[src/rtl/ghash_stream_engine_if.sv]
// ---------------------------------------------------------------------------
// ghash_stream_engine_if
//   Bundles the control, block-stream and result signals of
//   ghash_stream_engine. clk and i_rst_n stay plain ports on the engine.
//
//   master : upstream side (CTR encryptor / sequencer). It drives start,
//            H, the two lengths and the block stream, and it observes
//            ready, busy, ghash and done.
//   slave  : the engine itself.
//
//   Signals
//     i_start      start pulse for a new hash (samples i_h and both sizes)
//     i_h          hash subkey H, GCM bit order (bit 0 = MSB)
//     i_aad_size   AAD length in bits
//     i_ct_size    ciphertext length in bits
//     i_blk_valid  block valid
//     o_blk_ready  engine accepts a block this cycle
//     i_blk        AAD blocks first, then ciphertext blocks
//     o_busy       hash in progress
//     o_ghash      final GHASH value
//     o_done       one-cycle pulse when o_ghash is valid
// ---------------------------------------------------------------------------
interface ghash_stream_engine_if #(
  parameter int LEN_W = 64
);
  logic             i_start;
  logic [127:0]     i_h;
  logic [LEN_W-1:0] i_aad_size;
  logic [LEN_W-1:0] i_ct_size;
  logic             i_blk_valid;
  logic             o_blk_ready;
  logic [127:0]     i_blk;
  logic             o_busy;
  logic [127:0]     o_ghash;
  logic             o_done;

  modport master (
    output i_start, i_h, i_aad_size, i_ct_size, i_blk_valid, i_blk,
    input  o_blk_ready, o_busy, o_ghash, o_done
  );

  modport slave (
    input  i_start, i_h, i_aad_size, i_ct_size, i_blk_valid, i_blk,
    output o_blk_ready, o_busy, o_ghash, o_done
  );
endinterface

[src/rtl/ghash_stream_engine.sv]
// ---------------------------------------------------------------------------
// ghash_stream_engine
//   Streaming GHASH for the GCM datapath. It folds any number of AAD blocks,
//   then ciphertext blocks, then the length block into
//   X_i = (X_{i-1} xor B_i) * H over GF(2^128). A partial last block of
//   either segment has its bits beyond the segment length forced to zero.
//   The multiply is digit-serial: DIGIT_BITS bits of X per cycle,
//   MSB first, 128/DIGIT_BITS cycles per block.
//
//   Parameters
//     DIGIT_BITS  multiplier bits per cycle (1, 2, 4, 8, 16)
//     LEN_W       width of the bit-length inputs
//
//   Ports
//     clk          rising-edge clock
//     i_rst_n      synchronous active-low reset
//     bus          ghash_stream_engine_if.slave (start/H/sizes, block
//                  stream with valid/ready, busy, ghash, done)
//
//   Optional build macro GHASH_STREAM_PARTIAL_OUT_EN adds:
//     o_x_partial  X after every completed multiply
//     o_x_valid    one-cycle pulse when o_x_partial updates
// ---------------------------------------------------------------------------
module ghash_stream_engine #(
  parameter int DIGIT_BITS = 4,
  parameter int LEN_W      = 64
) (
  input  logic                 clk,
  input  logic                 i_rst_n,
  ghash_stream_engine_if.slave bus
`ifdef GHASH_STREAM_PARTIAL_OUT_EN
  ,
  output logic [127:0]         o_x_partial,
  output logic                 o_x_valid
`endif
);

  localparam int              MULT_CYCLES = 128 / DIGIT_BITS;
  localparam int              MCNT_W      = (MULT_CYCLES > 1) ? $clog2(MULT_CYCLES) : 1;
  localparam int              CNT_W       = LEN_W - 7;
  localparam logic [MCNT_W-1:0] MCNT_LAST = MCNT_W'(MULT_CYCLES - 1);
  // Reduction polynomial in GCM bit order: 11100001 || 0^120.
  localparam logic [127:0]    POLY_R      = {8'hE1, 120'd0};

  typedef enum logic [2:0] {
    S_IDLE,
    S_AAD,
    S_CT,
    S_LEN,
    S_MULT,
    S_DONE
  } state_t;

  state_t state_q, state_d;

  logic [127:0]     h_q, x_q, z_q, v_q, ghash_q;
  logic [LEN_W-1:0] aad_size_q, ct_size_q;
  // Block count = full-block counter + one flag for a trailing partial
  // block. Keeping them apart means ceil(size/128) never needs a carry
  // out of CNT_W bits, even at size = 2^LEN_W - 1.
  logic [CNT_W-1:0] aad_full_q, ct_full_q;
  logic             aad_part_q, ct_part_q;
  logic             len_done_q;
  logic [MCNT_W-1:0] mcnt_q;
  logic             done_q;

  logic             aad_left, ct_left, aad_last_part, ct_last_part;
  logic             blk_ready, accept, mult_last;
  logic [127:0]     blk_masked, z_step, v_step, len_blk;

  assign aad_left      = (aad_full_q != '0) || aad_part_q;
  assign ct_left       = (ct_full_q != '0) || ct_part_q;
  assign aad_last_part = (aad_full_q == '0) && aad_part_q;
  assign ct_last_part  = (ct_full_q == '0) && ct_part_q;
  assign accept        = bus.i_blk_valid && blk_ready;
  assign mult_last     = (state_q == S_MULT) && (mcnt_q == MCNT_LAST);
  assign len_blk       = {64'(aad_size_q), 64'(ct_size_q)};

  // Only the partial trailing block of a segment is masked; its valid bits
  // are the leftmost size[6:0] bits (GCM bit 0 = vector bit 127).
  always_comb begin
    blk_masked = bus.i_blk;
    if (state_q == S_AAD && aad_last_part)
      blk_masked = bus.i_blk & ~({128{1'b1}} >> aad_size_q[6:0]);
    else if (state_q == S_CT && ct_last_part)
      blk_masked = bus.i_blk & ~({128{1'b1}} >> ct_size_q[6:0]);
  end

  // One digit of the right-shift multiply: for each X bit (MSB first)
  // conditionally add V into Z, then V <- V * x mod P.
  // NOTE: blocking assignments here chain the DIGIT_BITS unrolled steps
  // within one cycle; state registers below use non-blocking <= only.
  always_comb begin
    z_step = z_q;
    v_step = v_q;
    for (int j = 0; j < DIGIT_BITS; j++) begin
      if (x_q[127-j]) z_step = z_step ^ v_step;
      v_step = v_step[0] ? ((v_step >> 1) ^ POLY_R) : (v_step >> 1);
    end
  end

  // NOTE: synchronous reset - i_rst_n only takes effect at a rising edge.
  always_ff @(posedge clk) begin
    if (!i_rst_n) state_q <= S_IDLE;
    else          state_q <= state_d;
  end

  // NOTE: every output of this block gets a default first, so no path can
  // leave one unassigned and infer a latch.
  always_comb begin
    state_d         = state_q;
    blk_ready       = 1'b0;
    bus.o_blk_ready = 1'b0;
    bus.o_busy      = 1'b0;
    unique case (state_q)
      S_IDLE, S_DONE: begin
        if (bus.i_start) begin
          if (bus.i_aad_size != '0)     state_d = S_AAD;
          else if (bus.i_ct_size != '0) state_d = S_CT;
          else                          state_d = S_LEN;
        end
      end
      S_AAD, S_CT: begin
        blk_ready  = 1'b1;
        bus.o_busy = 1'b1;
        if (accept) state_d = S_MULT;
      end
      S_LEN: begin
        bus.o_busy = 1'b1;
        state_d    = S_MULT;
      end
      S_MULT: begin
        bus.o_busy = 1'b1;
        if (mult_last) begin
          if (aad_left)         state_d = S_AAD;
          else if (ct_left)     state_d = S_CT;
          else if (!len_done_q) state_d = S_LEN;
          else                  state_d = S_DONE;
        end
      end
      default: state_d = S_IDLE;
    endcase
    bus.o_blk_ready = blk_ready;
  end

  always_ff @(posedge clk) begin
    if (!i_rst_n) begin
      h_q        <= '0;
      x_q        <= '0;
      z_q        <= '0;
      v_q        <= '0;
      ghash_q    <= '0;
      aad_size_q <= '0;
      ct_size_q  <= '0;
      aad_full_q <= '0;
      ct_full_q  <= '0;
      aad_part_q <= 1'b0;
      ct_part_q  <= 1'b0;
      len_done_q <= 1'b0;
      mcnt_q     <= '0;
      done_q     <= 1'b0;
    end else begin
      done_q <= 1'b0;

      // Every entry into MULT starts a fresh product Z = 0, V = H.
      if (state_q != S_MULT && state_d == S_MULT) begin
        z_q    <= '0;
        v_q    <= h_q;
        mcnt_q <= '0;
      end

      unique case (state_q)
        S_IDLE, S_DONE: begin
          if (bus.i_start) begin
            h_q        <= bus.i_h;
            aad_size_q <= bus.i_aad_size;
            ct_size_q  <= bus.i_ct_size;
            aad_full_q <= bus.i_aad_size[LEN_W-1:7];
            aad_part_q <= |bus.i_aad_size[6:0];
            ct_full_q  <= bus.i_ct_size[LEN_W-1:7];
            ct_part_q  <= |bus.i_ct_size[6:0];
            len_done_q <= 1'b0;
            x_q        <= '0;
          end
        end
        S_AAD: begin
          if (accept) begin
            x_q <= x_q ^ blk_masked;
            if (aad_full_q != '0) aad_full_q <= aad_full_q - CNT_W'(1);
            else                  aad_part_q <= 1'b0;
          end
        end
        S_CT: begin
          if (accept) begin
            x_q <= x_q ^ blk_masked;
            if (ct_full_q != '0) ct_full_q <= ct_full_q - CNT_W'(1);
            else                 ct_part_q <= 1'b0;
          end
        end
        S_LEN: begin
          x_q        <= x_q ^ len_blk;
          len_done_q <= 1'b1;
        end
        S_MULT: begin
          z_q    <= z_step;
          v_q    <= v_step;
          mcnt_q <= mcnt_q + MCNT_W'(1);
          // X doubles as the digit shift register; the product replaces it.
          if (mult_last) begin
            x_q <= z_step;
            if (state_d == S_DONE) begin
              ghash_q <= z_step;
              done_q  <= 1'b1;
            end
          end else begin
            x_q <= x_q << DIGIT_BITS;
          end
        end
        default: ;
      endcase
    end
  end

  assign bus.o_ghash = ghash_q;
  assign bus.o_done  = done_q;

`ifdef GHASH_STREAM_PARTIAL_OUT_EN
  always_ff @(posedge clk) begin
    if (!i_rst_n) begin
      o_x_partial <= '0;
      o_x_valid   <= 1'b0;
    end else begin
      o_x_valid <= mult_last;
      if (mult_last) o_x_partial <= z_step;
    end
  end
`endif

endmodule

[src/flat_wrapper.sv]
// flat-port wrapper written by rule: the top's interface ports become plain ports
module ghash_stream_engine_flat 
#(
  parameter int DIGIT_BITS = 4,
  parameter int LEN_W      = 64
)
  (clk, i_rst_n, bus_i_start, bus_i_h, bus_i_aad_size, bus_i_ct_size, bus_i_blk_valid, bus_i_blk, bus_o_blk_ready, bus_o_busy, bus_o_ghash, bus_o_done);
  ghash_stream_engine_if #(.LEN_W(LEN_W)) bus_i ();
  input  logic clk;
  input  logic i_rst_n;
  input wire logic [$bits(bus_i.i_start)-1:0] bus_i_start;
  input wire logic [$bits(bus_i.i_h)-1:0] bus_i_h;
  input wire logic [$bits(bus_i.i_aad_size)-1:0] bus_i_aad_size;
  input wire logic [$bits(bus_i.i_ct_size)-1:0] bus_i_ct_size;
  input wire logic [$bits(bus_i.i_blk_valid)-1:0] bus_i_blk_valid;
  input wire logic [$bits(bus_i.i_blk)-1:0] bus_i_blk;
  output wire logic [$bits(bus_i.o_blk_ready)-1:0] bus_o_blk_ready;
  output wire logic [$bits(bus_i.o_busy)-1:0] bus_o_busy;
  output wire logic [$bits(bus_i.o_ghash)-1:0] bus_o_ghash;
  output wire logic [$bits(bus_i.o_done)-1:0] bus_o_done;
  assign bus_i.i_start = bus_i_start;
  assign bus_i.i_h = bus_i_h;
  assign bus_i.i_aad_size = bus_i_aad_size;
  assign bus_i.i_ct_size = bus_i_ct_size;
  assign bus_i.i_blk_valid = bus_i_blk_valid;
  assign bus_i.i_blk = bus_i_blk;
  assign bus_o_blk_ready = bus_i.o_blk_ready;
  assign bus_o_busy = bus_i.o_busy;
  assign bus_o_ghash = bus_i.o_ghash;
  assign bus_o_done = bus_i.o_done;
  ghash_stream_engine #(.DIGIT_BITS(DIGIT_BITS), .LEN_W(LEN_W)) u_core (.clk(clk), .i_rst_n(i_rst_n), .bus(bus_i));
endmodule
[config.mk]
export PLATFORM = sky130hd
export DESIGN_NAME = ghash_stream_engine_flat
export DESIGN_NICKNAME = d
export VERILOG_FILES = /design/src/rtl/ghash_stream_engine_if.sv /design/src/rtl/ghash_stream_engine.sv /design/src/flat_wrapper.sv
export SDC_FILE = /design/constraint.sdc
export NUM_CORES = 2
export LEC_CHECK = 0
export CELL_PAD_IN_SITES_DETAIL_PLACEMENT = 0
export CELL_PAD_IN_SITES_GLOBAL_PLACEMENT = 1
export CORE_MARGIN = 4
export CORE_UTILIZATION = 35
export CTS_CLUSTER_SIZE = 30
export DETAILED_ROUTE_END_ITERATION = 7
export GPL_TIMING_DRIVEN = 0
export PLACE_DENSITY = 0.67
export SLEW_MARGIN = 15
export SYNTH_ARGS = -nofsm -noshare
export SYNTH_HDL_FRONTEND = slang
export SYNTH_SLANG_ARGS = --single-unit
export TNS_END_PERCENT = 30
[constraint.sdc]
create_clock -name clk -period 5.1 [get_ports clk]
set_input_delay 1.02 -clock clk [delete_from_list [all_inputs] [get_ports clk]]
set_output_delay 1.02 -clock clk [all_outputs]
set_load 0.02 [all_outputs]
==> results.sh <==
export IMPL_setup_violations=21
export IMPL_final_area_um2=61700
export IMPL_synth_main_ff_cell="dfxtp_1"
export IMPL_drv_slew=0
export IMPL_cts_tree="built"
export IMPL_synth_nets=7290
export IMPL_path_class="register to register"
export IMPL_dr_pass1_iters=8
export IMPL_period_share_pct=104
export IMPL_clock_latency_ps=780
export IMPL_cts_hold_buffers=0
export IMPL_grt_pass1_wl_um=465000
export IMPL_r2r_slack_ps=-180
export IMPL_arrival_ps=5910
export IMPL_final_fill_count=14700
export IMPL_syn_area_per_cell_um2=7.23
export IMPL_cp_buffers_inverters=4
export IMPL_initial_core_util_pct=35.2
export IMPL_wirelength_um=352000
export IMPL_ios=519
export IMPL_fin_util_pct=43.6
export IMPL_ir_drop_v=0.000330
export IMPL_crit_top_cell="clkbuf_1"
export IMPL_synthCells=6896
export IMPL_finalNonFillerCells=9538
export IMPL_viasPerCell=6.39
export IMPL_whs_endpoint="u_core.h_q[18]"
export IMPL_critical_path_max_stage_delay_ps=1140
export IMPL_fin_crit_ps=5280
export IMPL_r2r_cells=10
export IMPL_synth_seq_cells=894
export IMPL_place_inst=9320
export IMPL_root_buffer="clkbuf_16"
export IMPL_grt_setup_unrepaired="yes"
export IMPL_clock_sinks=894
export IMPL_die_w_um=385
export IMPL_maxCapViolCount=0
export IMPL_ys_seq_area_share_pct=35.9
export IMPL_grt_max_degree=18
export IMPL_hold_viol_final=0
export IMPL_async_reset_ff_share_pct=0
export IMPL_end_kind="register"
export IMPL_antenna_found_initial=35
export IMPL_final_cell_mix="nand2_1, dfxtp_1, nor2_1, a21oi_1, clkdlybuf4s50_1"
export IMPL_worstSetupStartpointType="register"
export IMPL_cts_path_max_buffers=3
export IMPL_nNetsFinal=7935
export IMPL_path_max_fanout=11
export IMPL_slew_headroom_pct=1.25
export IMPL_fmax_mhz=189
export IMPL_area_growth_pct=23.8
export IMPL_final_common_cell="nand2_1"
export IMPL_ant_nets=0
export IMPL_cpMaxStageDelayCell="clkbuf_1"
export IMPL_grt_overflow=0
export IMPL_cp_data_required_time_ps=5730
export IMPL_h_tree_depth=3
export IMPL_synth_warnings=0
export IMPL_clk_pin_slew_ps=60
export IMPL_leakagePower_nw=20.4
export IMPL_r2r_end="u_core.x_q[99]"
export IMPL_seqCellArea_um2=17900
export IMPL_gp_congestion=1.10
export IMPL_critPathTopFamily="buffers and inverters"
export IMPL_drc_errors=4
export IMPL_setup_tns_ps=-1700
export IMPL_num_vias=60900
export IMPL_hold_path_startpoint="u_core.h_q[18]"
export IMPL_hold_depth=2
export IMPL_die_h_um=385
export IMPL_multi_input_area_um2=29900
export IMPL_r2r_start="u_core.mcnt_q[0]"
export IMPL_outcome="finished with violations"
export IMPL_placed_area_um2=57800
export IMPL_port_buffer_count=517
export IMPL_hpwl_um=278000
export IMPL_violations="DRC, setup timing"
export IMPL_skew_ps=78.1
export IMPL_cts_buffers=104
export IMPL_synth_area_um2=49900
export IMPL_dieArea_um2=149000
export IMPL_worst_pin_slew_ps=1480
export IMPL_rows=138
export IMPL_core_area_um2=142000
export IMPL_track_usage_pct=45.3
export IMPL_synth_cell_types=86
export IMPL_drt_initial_drc_count=10200
export IMPL_fin_ws_ps=-183
export IMPL_cp_cell_sequence="ha_1 -> and3_1 -> ha_1 -> clkbuf_1 -> and3_1 -> clkbuf_1 -> clkbuf_1 -> clkbuf_1 -> a22oi_1 -> a21oi_1"
export IMPL_routedWlPerCell_um=36.9
export IMPL_power_density_nw_per_um2=369
export IMPL_grt_pass1_vias=54800
export IMPL_synth_edf_count=0
export IMPL_hold_path_class="register to register"
export IMPL_drive_gt1_share_pct=4.81
worst min-delay path, stage by stage, from the launching register on:
cell and delay, ps:
dfxtp_1 310, nand2_1 50, a21oi_1 50
sequential cells by signal (all words and copies together) (netlist names):
signal              count
u_core.bus.o_ghash    128
u_core.ct_full_q       57
u_core.v_q            128
u_core.state_q          3
u_core.bus.o_done       1
u_core.aad_full_q      57
u_core.ct_size_q       64
u_core.x_q            128
u_core.ct_part_q        1
u_core.z_q            128
u_core.h_q            128
u_core.aad_size_q      64
u_core.aad_part_q       1
u_core.mcnt_q           5
u_core.len_done_q       1
cell families (layout without fill, tap and decap cells):
kind of cell,count (synthesis),count (layout),synth area share (%)
buffers and inverters,606,1338,4.65
AOI/OAI and AO/OA,1741,1741,22.5
adders and majority gates,6,6,0.151
muxes,91,91,1.88
xor gates and xnor gates,527,527,9.26
and+or+nand+nor,3031,3031,25.7
DFF,894,894,35.9
other,0,20,0
final cells by class:
cell class	instances	share of cell area [%]
Sequential cell	894	29.0
Clock inverter	61	1.40
Tap cell	1890	3.83
Antenna cell	20	0.0811
Clock buffer	132	4.63
Inverter	37	0.227
Timing Repair Buffer	539	8.79
Multi-Input combinational cell	5396	48.4
Buffer	569	3.69
per-stage QoR:
| step | hold slack, ps | setup slack (ps) | total power, mW |
|---|---|---|---|
| 2_1_floorplan | 424 | 1860 | 11.1 |
| 3_3_place_gp | 445 | -1790 | 14.1 |
| 3_5_place_dp | 447 | -757 | 14.2 |
| 4_1_cts | 456 | -12.4 | 22.4 |
| 5_1_grt | 470 | -28.0 | 23.2 |
| 6_report | 454 | -183 | 22.8 |
cells in the mapped netlist, types with 23 or more instances:
cell type | n | area (um^2)
xnor2_1 | 271 | 2370
nor2_1 | 566 | 2120
nor3_1 | 80 | 400
clkbuf_1 | 482 | 1810
xor2_1 | 256 | 2240
a22oi_1 | 177 | 1330
mux2i_1 | 70 | 701
o2111ai_1 | 23 | 201
dfxtp_1 | 894 | 17900
or4_1 | 23 | 173
buf_1 | 64 | 240
a311oi_1 | 127 | 1110
or3_1 | 39 | 244
nand2_1 | 1797 | 6750
nand3_1 | 254 | 1270
o21ai_0 | 367 | 1840
o221ai_1 | 32 | 280
nand4_1 | 44 | 275
o22ai_1 | 34 | 213
nor4_1 | 76 | 475
o211ai_1 | 37 | 278
a211oi_1 | 35 | 263
and2_1 | 26 | 163
inv_1 | 36 | 135
a221oi_1 | 36 | 315
a31oi_1 | 67 | 419
and3_1 | 25 | 156
a21oi_1 | 551 | 2760
repair_timing:
item                       4_1_cts  5_1_grt
setup endpoints to repair      118      170
setup buffers                    0        2
pin swaps                        1        2
resized for setup                7       28
report_power, final:
group	switching, mW	internal, mW
clock	3.54	4.77
sequential	0.865	7.62
combinational	4.45	1.54
worst max-delay path by stage:
stage	slack, ps	depth (start not counted)	from	to
final	-180	10	u_core.mcnt_q[0]	u_core.x_q[99]
after floorplan	1860	11	u_core.ct_full_q[41]	u_core.x_q[115]
after global routing	-30	9	u_core.aad_full_q[37]	u_core.x_q[9]
after detailed placement	-760	11	bus_i_blk_valid	u_core.aad_full_q[55]
after global placement	-1790	7	u_core.aad_full_q[8]	u_core.x_q[61]
after CTS	-10	11	u_core.state_q[2]	u_core.x_q[30]
layer usage:
metal,wire length (um),vias to the layer above,global-route usage (%)
met3,46300,979,14.4
met1,144000,29700,62.2
met5,288,-,0.694
met2,136000,4819,61.5
met4,25100,22,26.2
li1,-,25400,-
Note: power is estimated with default switching activity, not from simulation.
